==> config.mk <==
export PLATFORM = sky130hd
export DESIGN_NAME = fun_batch
export DESIGN_NICKNAME = d
export VERILOG_FILES = /design/src/rtl/fun_batch.sv
export SDC_FILE = /design/constraint.sdc
export NUM_CORES = 1
export LEC_CHECK = 0
export BUFFER_PORTS_ARGS = -buffer_cell sky130_fd_sc_hd__buf_4
export CAP_MARGIN = 5
export CORE_AREA = 3 3 89 91
export DETAILED_ROUTE_END_ITERATION = 12
export DIE_AREA = 0 0 92 94
export SLEW_MARGIN = 0
export SYNTH_ARGS = -nofsm -noshare
export SYNTH_HDL_FRONTEND = slang
export SYNTH_SLANG_ARGS = --single-unit
==> constraint.sdc <==
create_clock -name clk -period 2.45 [get_ports clk]
set_input_delay 0.1225 -clock clk [delete_from_list [all_inputs] [get_ports clk]]
set_output_delay 0.1225 -clock clk [all_outputs]
set_load 0.02 [all_outputs]
==> src/rtl/fun_batch.sv <==
// Batches operand pairs through an external fun engine (a*floor(cbrt(b))) and
// reports the sum and count of the results once per batch.
module fun_batch #(
  parameter int MAX_BATCH = 128
) (
  input  logic        clk,
  input  logic        rst_n,
  input  logic        in_valid,
  input  logic [7:0]  in_a,
  input  logic [7:0]  in_b,
  input  logic        in_last,
  output logic        in_ready,
  output logic        fun_start,
  output logic [7:0]  fun_a,
  output logic [7:0]  fun_b,
  input  logic        fun_busy,
  input  logic [10:0] fun_result,
  output logic        out_valid,
  output logic [17:0] out_sum,
  output logic [7:0]  out_count,
  input  logic        out_ready
);

  typedef enum logic [2:0] {
    IDLE,
    ISSUE,
    WAIT_BUSY,
    WAIT_DONE,
    OUT
  } state_t;

  localparam logic [7:0] MAX_CNT = 8'(MAX_BATCH);

  state_t      state, state_nxt;
  logic        last_q;
  logic [17:0] acc;
  logic [7:0]  count;
  logic [7:0]  count_inc;
  logic        accept;
  logic        capture;
  logic        drain;

  assign count_inc = count + 8'd1;
  assign accept    = in_valid && (state == IDLE);
  assign capture   = (state == WAIT_DONE) && !fun_busy;
  assign drain     = (state == OUT) && out_ready;

  // NOTE: every output of this block gets a default first, so no path leaves
  // a signal unassigned and no latch is inferred.
  always_comb begin
    state_nxt = state;
    in_ready  = 1'b0;
    fun_start = 1'b0;
    out_valid = 1'b0;
    case (state)
      IDLE: begin
        in_ready = 1'b1;
        if (in_valid) state_nxt = ISSUE;
      end
      ISSUE: begin
        fun_start = 1'b1;
        state_nxt = WAIT_BUSY;
      end
      WAIT_BUSY: if (fun_busy) state_nxt = WAIT_DONE;
      WAIT_DONE: begin
        // A batch closes on the registered last flag or on reaching the size cap.
        if (!fun_busy) state_nxt = (last_q || count_inc == MAX_CNT) ? OUT : IDLE;
      end
      OUT: begin
        out_valid = 1'b1;
        if (out_ready) state_nxt = IDLE;
      end
      default: state_nxt = IDLE;
    endcase
  end

  // NOTE: sequential state uses non-blocking assignments so every register
  // samples the pre-edge values regardless of statement order.
  always_ff @(posedge clk or negedge rst_n) begin
    if (!rst_n) state <= IDLE;
    else        state <= state_nxt;
  end

  always_ff @(posedge clk or negedge rst_n) begin
    if (!rst_n) begin
      fun_a  <= '0;
      fun_b  <= '0;
      last_q <= 1'b0;
      acc    <= '0;
      count  <= '0;
    end else begin
      if (accept) begin
        fun_a  <= in_a;
        fun_b  <= in_b;
        last_q <= in_last;
      end
      if (capture) begin
        acc   <= acc + {7'd0, fun_result};
        count <= count_inc;
      end else if (drain) begin
        acc   <= '0;
        count <= '0;
      end
    end
  end

  assign out_sum   = acc;
  assign out_count = count;

endmodule

==> impl_results.md <==
- Power Density: 1160 nW/um^2
- Synth Area in Compound Gates: 0.179
- Maximum clock rate: 0.493 GHz
- Row cnt: 31
- Worst reg-to-reg path cell count: 9
- Die Wd: 92 um
- I/O Pins: 78
- Async SR Flop Fraction: 1.00
- Final setup margin: 0.423 ns
- DRT iter0 DRCs: 108
- CP Capture Type: flip-flop
- Final ANT Viol Nets: 0
- R2R Setup Slk: 0.42 ns
- Critical Path Fanout Max: 4
- R2R Path Start: out_sum[0]
- Grt ovf: 0
- Outcome: finished, final reports clean
- Crit Path Category: flip-flop to flip-flop
- CTS-repair resized insts: 0
- Post-synth EDFFs: 0
- Hold Path End: state[2]
- Post-route setup TNS: 0 ns
- Leak pwr: 1.57 nW
- Post-Syn Area: 2480 sq um
- Reg-to-Reg End: out_sum[10]
- Vias per std cell: 5.01
- RePlAce Congestion: 0.781
- #FFs+latches synth: 46
- Share of post-route cells with drive strength above 1: 0.351
- First-pass GRT wire length: 10.1 mm
- Largest family of logic cells by synthesized area: compound AO/OA/AOI/OAI gates
- Clk sinks: 46
- Final min period: 2.03 ns
- Die Y: 94 um
- Clock Latency Late Sink: 0.30 ns
- Initial antenna violation count: 0
- Least-Margin Pin Slew: 0.898 ns
- Post-synthesis xor/xnor area fraction: 0.0283
- Yosys cell types: 49
- Max VDD drop: 0.439 mV
- Clock buffer depth: 2
- DIE AREA: 8650 sq um
- Pre-Repair DR Iteration Count: 4
- Worst path arrival time: 2.22 ns
- Relative slew slack: 0.402
- Worst hold path class: input port to flip-flop
- Final Hold Vio Count: 0
- Average size of a mapped cell: 10.3 sq um
- CP Data Required Time: 2.64 ns
- Clock-pin slew on the worst setup and hold paths: 0.09 ns
- Synth warn: 0
- Routed WL: 6.06 mm
- Post-CTS Hold Buffers: 1
- Core Region: 7210 sq um
- Syn Nets: 286
- Antenna Cells: 0
- Hpwl dp: 4.58 mm
- CTS tree: built
- Mapped Cells: 240
- Hold WS: 0.0237 ns
- Worst Min Path Start: out_ready
- Buffers on Ports: 77
- Startpoint types: flip-flop
- # setup viols final: 0
- Initial cell density of the core: 0.343
- Pin count of the biggest net entering global routing: 47
- Synth Area in Simple Gates: 0.136
- Wire per inst: 14.4 um
- Final setup skew: 0.00565 ns
- Max Cap Viol: 0
- Area Overhead vs Synth: 32.9%
- Final Max Slew Viols: 0
- Post-synthesis sequential area ratio: 0.465
- Hold Crit Depth: 2
- Post-synthesis mux area share: 0.0934
- Top_reg_cell synth: dfrtp_1
- H-tree depth: 2
- # Post-CTS Setup Buffers: 0
- Period Utilization, post-route: 0.827
- Fin nets: 367
- DR DRC count: 0
- Post-Synth Adder-Cell Area: 0.0687
- Via count: 2,110
- Vias in the first global route: 2,131
- RSZ-0062 raised after global routing: false
- Pre-CTS setup slack: 0.414 ns
- TritonCTS Buffers: 5
- CTS root buf: clkbuf_8
- All-Layer GR Usage: 0.144
[cell families after synthesis]
family / Yosys count
buffers and inverters: 16
XOR/XNOR: 8
adder cells (fa/ha/maj): 13
flip-flops: 46
AO/OA/AOI/OAI: 69
AND/OR/NAND/NOR: 67
multiplexers: 21
[registers in the layout, summed over array words and instances, names as in the netlist]
name       count
out_sum       18
state          3
fun_a          8
out_count      8
fun_b          8
last_q         1
[per-layer routing]
layer  vias up  GRT usage  routed length (um)
met4         0     0.0433                  89
met5         -          0                   0
met1      1004      0.183                2650
li1       1045          -                   -
met3        11     0.0296                 298
met2        50      0.247                3020
[synth_stat cells, types with 2 or more instances]
master / count / area, sq um
dfrtp_1: 46 / 1150
nor3_1: 2 / 10.0
a31oi_1: 4 / 25.0
nor2b_1: 2 / 12.5
ha_1: 12 / 150
o31ai_1: 5 / 37.5
a21o_1: 4 / 30.0
nand2_1: 23 / 86.3
nor2_1: 8 / 30.0
buf_2: 3 / 15.0
mux2_2: 17 / 191
nand4_1: 7 / 43.8
clkbuf_1: 3 / 11.3
inv_1: 7 / 26.3
a21oi_1: 9 / 45.0
nor4_1: 2 / 12.5
and3_1: 4 / 25.0
xnor2_1: 4 / 35.0
mux2i_1: 4 / 40.0
o21a_1: 2 / 15.0
o211ai_1: 2 / 15.0
xor2_1: 4 / 35.0
nand3_1: 12 / 60.1
o21ai_0: 27 / 135
a22oi_1: 2 / 15.0
buf_4: 2 / 15.0
[stage by stage]
step	cell area, sq um	utilization	instances	power (mW)
final	3290	0.456	421	3.83
after global routing	3290	0.456	421	4.15
after CTS	3290	0.456	421	3.88
after detailed placement	3170	0.439	412	3.28
after global placement	3170	0.439	412	3.25
after floorplan	2480	-	240	2.55
[worst max-delay path, cell delays in order (launching register included)]
cell and delay (ns):
dfrtp_1 0.38, ha_1 0.17, inv_1 0.05, fa_1 0.39
nor2b_1 0.16, o31a_2 0.19, nor4_1 0.05, o21bai_1 0.24
mux2i_1 0.21, nand2_1 0.06
[cells in the final DEF, fill, tap and decap left out, types with 2 or more instances in the layout]
cell,netlist,final
dfrtp_1,46,46
nand3_1,12,12
a31oi_1,4,4
o21ai_0,27,27
nor4_1,2,2
nor3_1,2,2
o21a_1,2,2
mux2_2,17,17
a21oi_1,9,9
and3_1,4,4
nor2b_1,2,2
buf_4,2,82
xor2_1,4,4
mux2i_1,4,4
o31ai_1,5,5
a21o_1,4,4
nand2_1,23,23
xnor2_1,4,4
nor2_1,8,8
inv_1,7,7
nand4_1,7,7
ha_1,12,12
clkbuf_8,0,5
a22oi_1,2,2
o211ai_1,2,2
[report_power, final]
part	switching [mW]	total [mW]	internal, mW
combinational	1.06	1.96	0.896
sequential	0.242	1.29	1.05
clock	0.272	0.578	0.306
total	1.57	3.83	2.25
[worst max-delay path by stage]
stage,start,to,slack (ns),depth (start not counted)
final,out_sum[0],out_sum[10],0.42,9
after global routing,out_sum[0],out_sum[10],0.26,9
after CTS,out_sum[0],out_sum[10],0.39,9
after detailed placement,out_sum[0],out_sum[10],0.41,9
after global placement,out_sum[0],out_sum[10],0.48,9
after floorplan,out_sum[0],out_sum[10],0.43,9
[cell type report]
cell class	count	area, sq um
flip-flops and latches	46	1150
clock inverters	3	43.8
well taps	99	124
repair buffers	83	626
multi-input cells	178	1250
clock buffers	5	68.8
inverters	7	26.3
fillers	736	3920
Power figures use the tool's default switching activity.
